==> config.mk <==
export PLATFORM = sky130hd
export DESIGN_NAME = scan_decrypt_ctrl
export DESIGN_NICKNAME = d
export VERILOG_FILES = /design/src/rtl/scan_decrypt_ctrl.sv
export SDC_FILE = /design/constraint.sdc
export NUM_CORES = 1
export LEC_CHECK = 0
export CAP_MARGIN = 20
export CELL_PAD_IN_SITES_DETAIL_PLACEMENT = 1
export CELL_PAD_IN_SITES_GLOBAL_PLACEMENT = 2
export CORE_MARGIN = 4
export CORE_UTILIZATION = 34
export DETAILED_ROUTE_END_ITERATION = 7
export GPL_TIMING_DRIVEN = 0
export HOLD_SLACK_MARGIN = 0.03
export PLACE_DENSITY = 0.76
export SYNTH_ARGS = -nofsm -noshare
export SYNTH_HDL_FRONTEND = slang
export SYNTH_SLANG_ARGS = --single-unit
==> constraint.sdc <==
create_clock -name clk -period 2.5 [get_ports clk]
set_clock_uncertainty 0.1 [all_clocks]
set_input_delay 0.5 -clock clk [delete_from_list [all_inputs] [get_ports clk]]
set_output_delay 0.5 -clock clk [all_outputs]
set_load 0.02 [all_outputs]
==> src/rtl/scan_decrypt_ctrl.sv <==
// scan_decrypt_ctrl: frames one ciphertext block through the scan decryption path.
// Shift-in gating, key-expansion reset, core start/wait with timeout, then PISO
// load and metered shift-out.
module scan_decrypt_ctrl #(
    parameter int BLOCK_W      = 128,
    parameter int CNT_W        = 8,
    parameter int KA_RST_CYC   = 2,
    parameter int CORE_TIMEOUT = 64
) (
    input  logic             clk,
    input  logic             reset,
    input  logic             scan_go,
    input  logic             scan_in_valid,
    input  logic             scan_out_ready,
    input  logic             core_done,
    output logic             sipo_shift_en,
    output logic             core_rst_ka,
    output logic             core_start,
    output logic             core_en,
    output logic             piso_load,
    output logic             piso_shift_en,
    output logic             busy,
    output logic             frame_done,
    output logic             err_timeout,
    output logic [CNT_W-1:0] bit_cnt
);

    // One shared cycle timer serves both the key-reset hold and the core timeout.
    localparam int TMR_MAX = (CORE_TIMEOUT > KA_RST_CYC) ? CORE_TIMEOUT : KA_RST_CYC;
    localparam int TMR_W   = $clog2(TMR_MAX + 1);

    localparam logic [CNT_W-1:0] LAST_BIT = CNT_W'(BLOCK_W - 1);
    localparam logic [TMR_W-1:0] KA_LAST  = TMR_W'(KA_RST_CYC - 1);
    localparam logic [TMR_W-1:0] TMO_LAST = TMR_W'(CORE_TIMEOUT - 1);

    typedef enum logic [2:0] {
        IDLE,
        SHIFT_IN,
        KEY_RST,
        START,
        WAIT_CORE,
        LOAD,
        SHIFT_OUT,
        DONE
    } state_t;

    state_t            state;
    state_t            state_nxt;
    logic [CNT_W-1:0]  bit_cnt_nxt;
    logic [TMR_W-1:0]  tmr;
    logic [TMR_W-1:0]  tmr_nxt;
    logic              err_nxt;

    // Next-state, counter updates and the two combinational shift strobes.
    always_comb begin
        state_nxt     = state;
        bit_cnt_nxt   = bit_cnt;
        tmr_nxt       = tmr;
        err_nxt       = err_timeout;
        sipo_shift_en = 1'b0;
        piso_shift_en = 1'b0;
        case (state)
            IDLE: begin
                if (scan_go) begin
                    state_nxt   = SHIFT_IN;
                    bit_cnt_nxt = '0;
                    err_nxt     = 1'b0;
                end
            end
            SHIFT_IN: begin
                if (scan_in_valid) begin
                    sipo_shift_en = 1'b1;
                    if (bit_cnt == LAST_BIT) begin
                        state_nxt   = KEY_RST;
                        bit_cnt_nxt = '0;
                        tmr_nxt     = '0;
                    end else begin
                        bit_cnt_nxt = bit_cnt + 1'b1;
                    end
                end
            end
            KEY_RST: begin
                if (tmr == KA_LAST) begin
                    state_nxt = START;
                    tmr_nxt   = '0;
                end else begin
                    tmr_nxt = tmr + 1'b1;
                end
            end
            START: begin
                state_nxt = WAIT_CORE;
                tmr_nxt   = '0;
            end
            WAIT_CORE: begin
                if (core_done) begin
                    state_nxt = LOAD;
                end else if (tmr == TMO_LAST) begin
                    state_nxt = IDLE;
                    err_nxt   = 1'b1;
                    tmr_nxt   = '0;
                end else begin
                    tmr_nxt = tmr + 1'b1;
                end
            end
            LOAD: begin
                state_nxt   = SHIFT_OUT;
                bit_cnt_nxt = '0;
            end
            SHIFT_OUT: begin
                if (scan_out_ready) begin
                    piso_shift_en = 1'b1;
                    if (bit_cnt == LAST_BIT) begin
                        state_nxt   = DONE;
                        bit_cnt_nxt = '0;
                    end else begin
                        bit_cnt_nxt = bit_cnt + 1'b1;
                    end
                end
            end
            DONE: begin
                state_nxt = IDLE;
            end
            default: begin
                state_nxt = IDLE;
            end
        endcase
    end

    // State register plus the bit and cycle counters.
    always_ff @(posedge clk or posedge reset) begin
        if (reset) begin
            state   <= IDLE;
            bit_cnt <= '0;
            tmr     <= '0;
        end else begin
            state   <= state_nxt;
            bit_cnt <= bit_cnt_nxt;
            tmr     <= tmr_nxt;
        end
    end

    // Registered control outputs, decoded from the state being entered so they are glitch-free.
    always_ff @(posedge clk or posedge reset) begin
        if (reset) begin
            core_rst_ka <= 1'b0;
            core_start  <= 1'b0;
            core_en     <= 1'b0;
            piso_load   <= 1'b0;
            busy        <= 1'b0;
            frame_done  <= 1'b0;
            err_timeout <= 1'b0;
        end else begin
            core_rst_ka <= (state_nxt == KEY_RST);
            core_start  <= (state_nxt == START);
            core_en     <= (state_nxt == START) || (state_nxt == WAIT_CORE);
            piso_load   <= (state_nxt == LOAD);
            busy        <= (state_nxt != IDLE);
            frame_done  <= (state_nxt == DONE);
            err_timeout <= err_nxt;
        end
    end

endmodule

==> results.py <==
metrics = {
    "power": {
        "seq_power_share_pct": 30.1,
        "p_clk_share_pct": 12.6,
        "p_int_uw": 1080,
        "netSwitchingFraction_pct": 45.1,
        "power.density_nw_per_um2": 1010,
        "p_comb_share_pct": 57.2,
        "switching_power_uw": 886,
        "cellLeakagePower_uw": 0.000825,
        "peakVddDrop_mv": 0.407,
    },
    "synthesis": {
        "async_reset_ff_share_pct": 100,
        "synth_flop_cell": "dfrtp_1",
        "synthDistinctLibCells": 57,
        "syn_inst": 163,
        "synth_seq_cells": 25,
        "synth.area.top_cells": "dfrtp_1, o21ai_0, a22o_1",
        "syn_nets": 172,
        "synth_common_cells": "dfrtp_1, o21ai_0, nor2_1",
        "syn_area_sq_um": 1600,
        "synth_top_area_share_pct": 39.2,
        "synth.most_common_cell": "dfrtp_1",
        "yosys_warnings": 0,
        "avgSynthCellArea_sq_um": 9.80,
        "synth_top_area_cell": "dfrtp_1",
        "synth_edf_count": 0,
        "yosysSeqAreaShare_pct": 39.2,
    },
    "placement": {
        "port_buffers": 22,
        "gp_congestion": 0.810,
        "hpwl_mm": 3.39,
        "place_area_sq_um": 1880,
    },
    "finish": {
        "diodes": 0,
        "n_fill_cell": 512,
        "post-route-util_pct": 44.0,
        "area_growth_syn_to_layout_pct": 22.3,
        "fin_nets": 200,
        "drive_gt1_share_pct": 14.2,
        "final_cell_area_sq_um": 1950,
    },
    "drt": {
        "via_per_inst": 5.89,
        "vias": 1425,
        "drcViolationCount": 0,
        "ant_nets": 0,
        "first_pass_iters": 4,
        "wl_per_cell_um": 18.1,
        "drtIter0Drc": 28,
        "wl_mm": 4.38,
    },
    "grt": {
        "grt.overflow.total": 0,
        "grt_pass1_wl_mm": 7.79,
        "antenna_found_initial": 0,
        "grt_max_degree": 26,
        "first_global_vias": 1558,
        "track_usage_pct": 15.9,
    },
    "clock_tree": {
        "root_buffer": "clkbuf_8",
        "cts_resized": 2,
        "clk_latency_ns": 0.27,
        "clk_path_buf_depth": 2,
        "post-cts-setup-buffers": 0,
        "clkTransAtPathRegs_ns": 0.10,
        "cts-htree-levels": 1,
        "hold_buffers": 0,
        "numClockSinks": 25,
        "cts-buffers-inserted": 3,
        "cts_tree": "done",
    },
    "critical_path": {
        "critPathArrivalTime_ns": 1.79,
        "critPathBufInv": 3,
        "crit_required_ns": 1.90,
        "startpoint_type": "primary input",
        "crit_family": "buffers and inverters",
        "crit_path_max_fanout": 8,
        "worst_path_max_delay_cell": "clkdlybuf4s50_1",
        "cp-end-kind": "output port",
        "critPathMaxStageDelay_ns": 0.47,
        "path_cells": "clkdlybuf4s50_1, nand4b_2, inv_1, dlygate4sd2_1",
        "critical_path_class": "primary input to output port",
    },
    "floorplan": {
        "initial_core_util_pct": 36.0,
        "die_h_um": 76.6,
        "die_x_um": 76.6,
        "die_area_sq_um": 5860,
        "core_area_sq_um": 4440,
        "io_pins": 23,
        "rows": 24,
    },
    "timing": {
        "finalHoldViolations": 0,
        "max_freq_mhz": 418,
        "fin_setup_tns_ns": 0,
        "rsz0062_at_grt": "false",
        "setup_viol": 0,
        "tightest_slew_ns": 0.621,
        "fin_crit_ns": 2.39,
        "drv_slew": 0,
        "fin_crit_sh_pct": 95.7,
        "relSlewSlack_pct": 57.5,
    },
    "hold_path": {
        "hold_path_class": "primary input to async pin",
    },
    "status": {
        "status": "complete, no violations",
    },
    "job": {
        "cap_violations": 0,
    },
}
## registers in the layout, indices dropped and copies added (netlist names)
name,cells
bit_cnt,8
tmr,7
state,3
busy,1
core_en,1
core_rst_ka,1
core_start,1
err_timeout,1
frame_done,1
piso_load,1
## layout by cell type (no fill, tap or decap), types with 4 or more instances in the layout
cell,count
a22o_1,5
nor2_1,9
o21ai_0,11
o211ai_1,4
dfrtp_1,25
or2_2,4
nand2_1,8
nand3_1,5
inv_1,7
nor2b_1,6
clkdlybuf4s50_1,20
a21oi_1,7
## routing by layer
| layer | part of all wire, % | vias to the layer above | routed length, um | track usage (%) |
|---|---|---|---|---|
| met1 | 47 | 730 | 2050 | 21.1 |
| li1 | - | 679 | - | - |
| met5 | 0 | - | 0 | 0 |
| met4 | 0.34 | 0 | 15 | 3.26 |
| met3 | 1.9 | 2 | 84 | 2.01 |
| met2 | 51 | 14 | 2230 | 27.8 |
## stage by stage
| stage | setup WS (ns) | power [uW] | cells | hold slack (ns) |
|---|---|---|---|---|
| floorplan | 0.652 | 1390 | 163 | 0.408 |
| global placement | -0.183 | 1700 | 237 | 0.424 |
| detailed placement | -0.160 | 1730 | 237 | 0.455 |
| CTS | 0.111 | 1980 | 241 | 0.470 |
| global route | 0.0214 | 2140 | 242 | 0.420 |
| finish | 0.109 | 1960 | 242 | 0.401 |
## worst register-to-register path, delay by kind of cell (launching register included)
kind	cells	cell delay [ns]
DFF	1	0.41
adders and majority gates	1	0.25
AOI/OAI and AO/OA	2	0.40
and+or+nand+nor	2	0.89
## cells by family after synthesis
family                     count (synthesis)  synth area share, %
AOI/OAI and AO/OA                         58                 27.3
xor gates and xnor gates                   1                0.548
adders and majority gates                  3                 2.35
buffers and inverters                     13                 4.39
DFF                                       25                 39.2
muxes                                      2                 1.41
and+or+nand+nor                           61                 24.8
## final timing paths
kind,from,endpoint,slack [ns],cells after the start
worst max-delay path,scan_out_ready,piso_shift_en,0.11,4
worst min-delay path,reset,busy,0.40,2
worst max register to register,bit_cnt[0],core_rst_ka,0.41,5
worst min register to register,tmr[0],tmr[0],0.46,1
max in group asynchronous,reset,tmr[0],1.45,3
min in group clk,tmr[0],tmr[0],0.46,1
## power groups by stage
stage               registers (uW)  logic, uW  clock network (uW)
floorplan                      623        769                   0
global placement               596       1110                   0
detailed placement             601       1130                   0
CTS                            593       1130                 256
global route                   607       1260                 277
finish                         592       1120                 248
## cell type report
cell class	count	area, sq um	area share, %
multi-input combinational	125	902	46.2
timing repair buffer	23	245	12.5
clock inverter	1	5.00	0.256
inverter	7	26.3	1.34
tap	52	65.1	3.33
sequential	25	626	32.0
buffer	6	43.8	2.24
clock buffer	3	41.3	2.11
Note: power is estimated with default switching activity, not from simulation.
